## src/rtl/serial_pattern_sequencer_if.sv

```systemverilog
// Bundle between the sequencer, its lab-side controller and the sequence-detector datapath.
// The slave modport is the sequencer's view. The master modport is the view of the controller plus the detector.
interface serial_pattern_sequencer_if #(
    parameter int WIDTH = 8,
    parameter int CNT_W = 4
);
    logic             start;
    logic [WIDTH-1:0] data_in;
    logic             z_in;
    logic             w_out;
    logic             det_reset;
    logic             busy;
    logic             done;
    logic [CNT_W-1:0] hit_count;
    logic             sat;

    modport slave (
        input  start, data_in, z_in,
        output w_out, det_reset, busy, done, hit_count, sat
    );

    modport master (
        output start, data_in, z_in,
        input  w_out, det_reset, busy, done, hit_count, sat
    );
endinterface

```

## src/rtl/serial_pattern_sequencer.sv

```systemverilog
// Sequencer that clears the detector and shifts a test word out MSB-first on w_out.
// It counts detector hits that fall in the latency-shifted response window and reports the count with a done pulse.
module serial_pattern_sequencer #(
    parameter int WIDTH   = 8,
    parameter int CNT_W   = 4,
    parameter int DET_LAT = 2
) (
    input  logic                          clk,
    input  logic                          reset,
    serial_pattern_sequencer_if.slave     bus
);
    typedef enum logic [2:0] {IDLE, CLEAR, SHIFT, DRAIN, DONE} state_t;

    localparam int WIN_W = $clog2(WIDTH + DET_LAT + 1);
    localparam logic [WIN_W-1:0] SHIFT_LAST = WIN_W'(WIDTH - 1);
    localparam logic [WIN_W-1:0] DRAIN_LAST = WIN_W'(WIDTH + DET_LAT - 1);
    localparam logic [WIN_W-1:0] WIN_FIRST  = WIN_W'(DET_LAT);
    localparam logic [CNT_W-1:0] HIT_MAX    = {CNT_W{1'b1}};

    state_t           state;
    state_t           state_next;
    logic [WIDTH-1:0] shreg;
    logic [WIN_W-1:0] win_cnt;
    logic [CNT_W-1:0] hit_count;
    logic             sat;
    logic             in_window;

    always_ff @(posedge clk) begin
        if (reset) begin
            state <= IDLE;
        end else begin
            state <= state_next;
        end
    end

    // win_cnt runs from SHIFT entry through the end of DRAIN.
    // Its last value is therefore also the last response slot.
    always_comb begin
        state_next    = state;
        bus.w_out     = 1'b0;
        bus.busy      = 1'b1;
        bus.done      = 1'b0;
        bus.det_reset = reset;
        in_window     = 1'b0;
        case (state)
            IDLE: begin
                bus.busy = 1'b0;
                if (bus.start) begin
                    state_next = CLEAR;
                end
            end
            CLEAR: begin
                bus.det_reset = 1'b1;
                state_next    = SHIFT;
            end
            SHIFT: begin
                bus.w_out = shreg[WIDTH-1];
                in_window = (win_cnt >= WIN_FIRST);
                if (win_cnt == SHIFT_LAST) begin
                    state_next = DRAIN;
                end
            end
            DRAIN: begin
                in_window = (win_cnt >= WIN_FIRST);
                if (win_cnt == DRAIN_LAST) begin
                    state_next = DONE;
                end
            end
            DONE: begin
                bus.done   = 1'b1;
                state_next = IDLE;
            end
            default: begin
                state_next = IDLE;
            end
        endcase
    end

    always_ff @(posedge clk) begin
        if (reset) begin
            shreg     <= '0;
            win_cnt   <= '0;
            hit_count <= '0;
            sat       <= 1'b0;
        end else begin
            if (state == IDLE && bus.start) begin
                shreg     <= bus.data_in;
                hit_count <= '0;
                sat       <= 1'b0;
            end
            if (state == SHIFT) begin
                shreg <= shreg << 1;
            end
            if (state == CLEAR) begin
                win_cnt <= '0;
            end else if (state == SHIFT || state == DRAIN) begin
                win_cnt <= win_cnt + 1'b1;
            end
            // Saturate instead of wrapping, and remember that the count was clipped.
            if (in_window && bus.z_in) begin
                if (hit_count == HIT_MAX) begin
                    sat <= 1'b1;
                end else begin
                    hit_count <= hit_count + 1'b1;
                end
            end
        end
    end

    assign bus.hit_count = hit_count;
    assign bus.sat       = sat;
endmodule
```

## src/flat_wrapper.sv

```systemverilog
// flat-port wrapper written by rule: the top's interface ports become plain ports
module serial_pattern_sequencer_flat 
#(
    parameter int WIDTH   = 8,
    parameter int CNT_W   = 4,
    parameter int DET_LAT = 2
)
  (clk, reset, bus_start, bus_data_in, bus_z_in, bus_w_out, bus_det_reset, bus_busy, bus_done, bus_hit_count, bus_sat);
  serial_pattern_sequencer_if #(.WIDTH(WIDTH), .CNT_W(CNT_W)) bus_i ();
  input  logic clk;
  input  logic reset;
  input wire logic [$bits(bus_i.start)-1:0] bus_start;
  input wire logic [$bits(bus_i.data_in)-1:0] bus_data_in;
  input wire logic [$bits(bus_i.z_in)-1:0] bus_z_in;
  output wire logic [$bits(bus_i.w_out)-1:0] bus_w_out;
  output wire logic [$bits(bus_i.det_reset)-1:0] bus_det_reset;
  output wire logic [$bits(bus_i.busy)-1:0] bus_busy;
  output wire logic [$bits(bus_i.done)-1:0] bus_done;
  output wire logic [$bits(bus_i.hit_count)-1:0] bus_hit_count;
  output wire logic [$bits(bus_i.sat)-1:0] bus_sat;
  assign bus_i.start = bus_start;
  assign bus_i.data_in = bus_data_in;
  assign bus_i.z_in = bus_z_in;
  assign bus_w_out = bus_i.w_out;
  assign bus_det_reset = bus_i.det_reset;
  assign bus_busy = bus_i.busy;
  assign bus_done = bus_i.done;
  assign bus_hit_count = bus_i.hit_count;
  assign bus_sat = bus_i.sat;
  serial_pattern_sequencer #(.WIDTH(WIDTH), .CNT_W(CNT_W), .DET_LAT(DET_LAT)) u_core (.clk(clk), .reset(reset), .bus(bus_i));
endmodule
```

## config.mk

```make
export PLATFORM = sky130hd
export DESIGN_NAME = serial_pattern_sequencer_flat
export DESIGN_NICKNAME = d
export VERILOG_FILES = /design/src/rtl/serial_pattern_sequencer_if.sv /design/src/rtl/serial_pattern_sequencer.sv /design/src/flat_wrapper.sv
export SDC_FILE = /design/constraint.sdc
export NUM_CORES = 1
export LEC_CHECK = 0
export ABC_AREA = 1
export CORE_UTILIZATION = 45
export CTS_BUF_LIST = sky130_fd_sc_hd__clkbuf_4 sky130_fd_sc_hd__clkbuf_8 sky130_fd_sc_hd__clkbuf_16
export DETAILED_ROUTE_END_ITERATION = 8
export DONT_BUFFER_PORTS = 1
export GPL_ROUTABILITY_DRIVEN = 0
export HOLD_SLACK_MARGIN = 0.08
export MAX_ROUTING_LAYER = met4
export PLACE_DENSITY = 0.65
export SETUP_SLACK_MARGIN = 0.3
export SLEW_MARGIN = 20
export SYNTH_ARGS = -nofsm -noshare
export SYNTH_HDL_FRONTEND = slang
export SYNTH_SLANG_ARGS = --single-unit
```

## constraint.sdc

```tcl
create_clock -name clk -period 1.6 [get_ports clk]
set_clock_uncertainty 0.2 [all_clocks]
set_input_delay 0.24 -clock clk [delete_from_list [all_inputs] [get_ports clk]]
set_output_delay 0.24 -clock clk [all_outputs]
set_load 0.01 [all_outputs]
```

==> impl_metrics.py <==
metrics = {
    "run_status": {
        "status": "finished clean",
    },
    "critical_path": {
        "max_stage_delay_ps": 350,
        "worst-path-stages": 5,
        "crit_top_cell": "nor2_4",
        "critPathMaxFanout": 4,
        "path_cells": "inv_2, nand2_4, nor2_4, inv_4, nor2_4",
        "endpoint_kind": "output pin",
        "reg2reg_slack_ps": 70,
        "setup.worst_path.start": "u_core.state[2]",
        "r2r_end": "u_core.bus.hit_count[1]",
        "crit_type": "flop to output pin",
        "path_buf_inv": 2,
        "cp-start-kind": "flop",
        "r2r_cells": 8,
        "crit_path_top_delay_cell": "dfxtp_2",
        "cp.required_ps": 1160,
        "crit_arrival_ps": 1100,
        "reg2reg_from": "u_core.state[2]",
        "crit_family": "flip-flops",
    },
    "cells_and_area": {
        "final_cells": 224,
        "nNetsFinal": 213,
        "drive_gt1_share_pct": 31.63,
        "fin_area_um2": 1531,
        "area_delta_synth_final_pct": 33.04,
        "diodes": 0,
    },
    "route": {
        "drc_errors": 0,
        "firstDrtPassIters": 4,
        "vias": 1096,
        "wl_per_cell_um": 11.46,
        "totalWireLength_um": 2566,
        "antenna_left": 0,
        "drt_iter0_drc": 26,
        "vias_per_cell": 4.893,
    },
    "floorplanning": {
        "dieArea_um2": 2764,
        "initial_core_util_pct": 49.65,
        "die_y_um": 52.58,
        "design.portCount": 21,
        "rows": 17,
        "core_um2": 2318,
        "die_x_um": 52.58,
    },
    "clock_tree": {
        "numCtsBuffers": 3,
        "htree_levels": 1,
        "worst_skew_pair.late_latency_ps": 300,
        "hold_buffers": 11,
        "clock_sinks": 20,
        "cts_tree": "built",
        "clockBufferDepth": 2,
        "clk_pin_slew_ps": 120,
        "cts-root-buf": "clkbuf_4",
    },
    "synthesis": {
        "syn_inst": 176,
        "synth_area_leader_cell": "dfxtp_1",
        "yosysUniqueCellTypes": 22,
        "yosysTopAreaCellShare_pct": 34.78,
        "ys_ff_latch": 20,
        "yosys-top-cells-area": "dfxtp_1 35%, nand2_1 15%, nor2_1 12%",
        "synth_seq_area_share_pct": 34.78,
        "syn_nets": 192,
        "syn_area_um2": 1151,
        "synth_area_per_cell_um2": 6.540,
        "ys_warn_count": 0,
    },
    "global_routing": {
        "antenna_found_initial": 0,
        "grt_overflow": 0,
        "grt_max_degree": 16,
        "grt_usage_pct": 21.05,
        "grt_pass1_vias": 1025,
        "grt_pass1_wl_um": 4236,
    },
    "worst_hold_path": {
        "hold_depth": 4,
        "hold_start": "bus_z_in",
        "hold_end": "u_core.bus.hit_count[1]",
        "holdCritPathClass": "input port to flop",
    },
    "timing": {
        "whs_ps": 42.18,
        "period_minus_slack_ps": 1540,
        "max_slew_margin_pct": 59.67,
        "tightest_slew_ps": 603.0,
        "setup_violations": 0,
        "worst_slack_ps": 59.64,
        "fmax_ghz": 0.6492,
        "rsz0062_at_grt": "yes",
        "hold_violations": 0,
        "period_share_pct": 96.27,
        "final_max_slew_viol_count": 0,
    },
    "power_and_ir_drop": {
        "p_per_area_nw_per_um2": 1274,
        "p_leak_nw": 0.6687,
        "ir_drop_mv": 0.8798,
    },
    "job": {
        "drv_cap": 0,
    },
    "place": {
        "place_ws_ps": 157.6,
        "dp_cells": 202,
        "io_buffers": 0,
        "dpl_cell_area_um2": 1217,
        "post-dp-hpwl_um": 1645,
    },
}
[report_power, final]
part | switching, mW | leakage [nW] | internal (mW) | total [mW]
registers | 0.0824 | 0.167 | 0.583 | 0.665
logic | 0.545 | 0.474 | 0.329 | 0.874
clock network | 0.160 | 0.0279 | 0.253 | 0.413
total | 0.787 | 0.669 | 1.16 | 1.95
[sequential cells by signal, summed over array words and instances, names as in the netlist]
register / count
u_core.state: 3
u_core.bus.hit_count: 4
u_core.bus.sat: 1
u_core.win_cnt: 4
u_core.shreg: 8
[final cells by class]
class | count | area [um2]
Fill cell | 203 | 787.0
Multi-Input combinational cell | 127 | 740.7
Sequential cell | 20 | 416.7
Timing Repair Buffer | 18 | 170.2
Inverter | 27 | 116.4
Tap cell | 28 | 35.03
Clock inverter | 1 | 30.03
Clock buffer | 3 | 22.52
[cells by family (layout without fill, tap and decap cells)]
group | Yosys count | in the layout | share of synthesized area (%)
xor gates and xnor gates | 1 | 1 | 0.7610
AOI/OAI and AO/OA | 9 | 9 | 4.130
adders and majority gates | 4 | 4 | 4.348
and+or+nand+nor | 113 | 113 | 45.87
buffers and inverters | 29 | 49 | 10.11
DFF | 20 | 20 | 34.78
[synth_stat cells]
master,instances
nand2_1,46
nor2_1,37
inv_1,22
dfxtp_1,20
nand2_2,10
nand3_1,8
a21oi_1,7
ha_1,4
inv_2,3
nand4_1,3
nor2_4,3
clkbuf_1,2
nand2_4,2
inv_4,1
inv_6,1
nand3_4,1
nor2_2,1
nor3_1,1
nor3_2,1
o21a_1,1
o21ai_0,1
xor2_1,1
[layer usage]
metal	wire [um]	vias to the layer above	track usage [%]
li1	-	575	-
met1	1142	500	23.56
met2	1333	19	37.76
met3	74	2	3.188
met4	14	0	7.018
met5	0	-	-
[placed cells by master (no fill, tap or decap)]
cell type,instances
nand3_1,6
nor3_2,1
nand3_2,1
nand2_4,3
nand2_1,38
xor2_1,1
nor2_1,31
nor2_4,6
nand2_2,16
inv_4,1
nor2_2,4
o21ai_1,1
nor3_1,1
dfxtp_4,3
buf_4,5
a21oi_2,2
bufinv_16,1
ha_4,1
buf_6,2
dfxtp_1,13
inv_6,1
dlygate4sd3_1,11
ha_1,3
o21a_1,1
inv_1,20
dfxtp_2,4
nand4_1,3
clkbuf_4,3
nand2_8,1
a21oi_1,5
inv_8,1
inv_2,4
nand3_4,2
[metrics by stage]
| step | util, % | power, mW | TNS, ps |
|---|---|---|---|
| after floorplan | - | 1.179 | 0 |
| after global placement | 52.51 | 1.269 | 0 |
| after detailed placement | 52.51 | 1.287 | 0 |
| after CTS | 62.28 | 1.807 | 0 |
| after global routing | 66.05 | 2.087 | -77.19 |
| final | 66.05 | 1.952 | 0 |
[worst max path at each step]
stage          slack (ps)                       to
2_1_floorplan         280          u_core.shreg[7]
3_3_place_gp          170          u_core.shreg[7]
3_5_place_dp          160          u_core.shreg[1]
4_1_cts               100                bus_w_out
5_1_grt               -10  u_core.bus.hit_count[1]
6_report               60                bus_w_out
[timing repair]
| action | CTS | global route |
|---|---|---|
| endpoints found under the setup margin | 23 | 23 |
| pin swaps | 8 | 9 |
| endpoints found under the hold margin | 17 | 2 |
| buffers inserted | 4 | 3 |
| resized for setup | 13 | 19 |
[tightest hold or removal path, cell delays in order]
cell and delay [ps]:
inv_1 70, nor2_4 60, nand4_1 90, a21oi_2 50
Power figures use the tool's default switching activity.
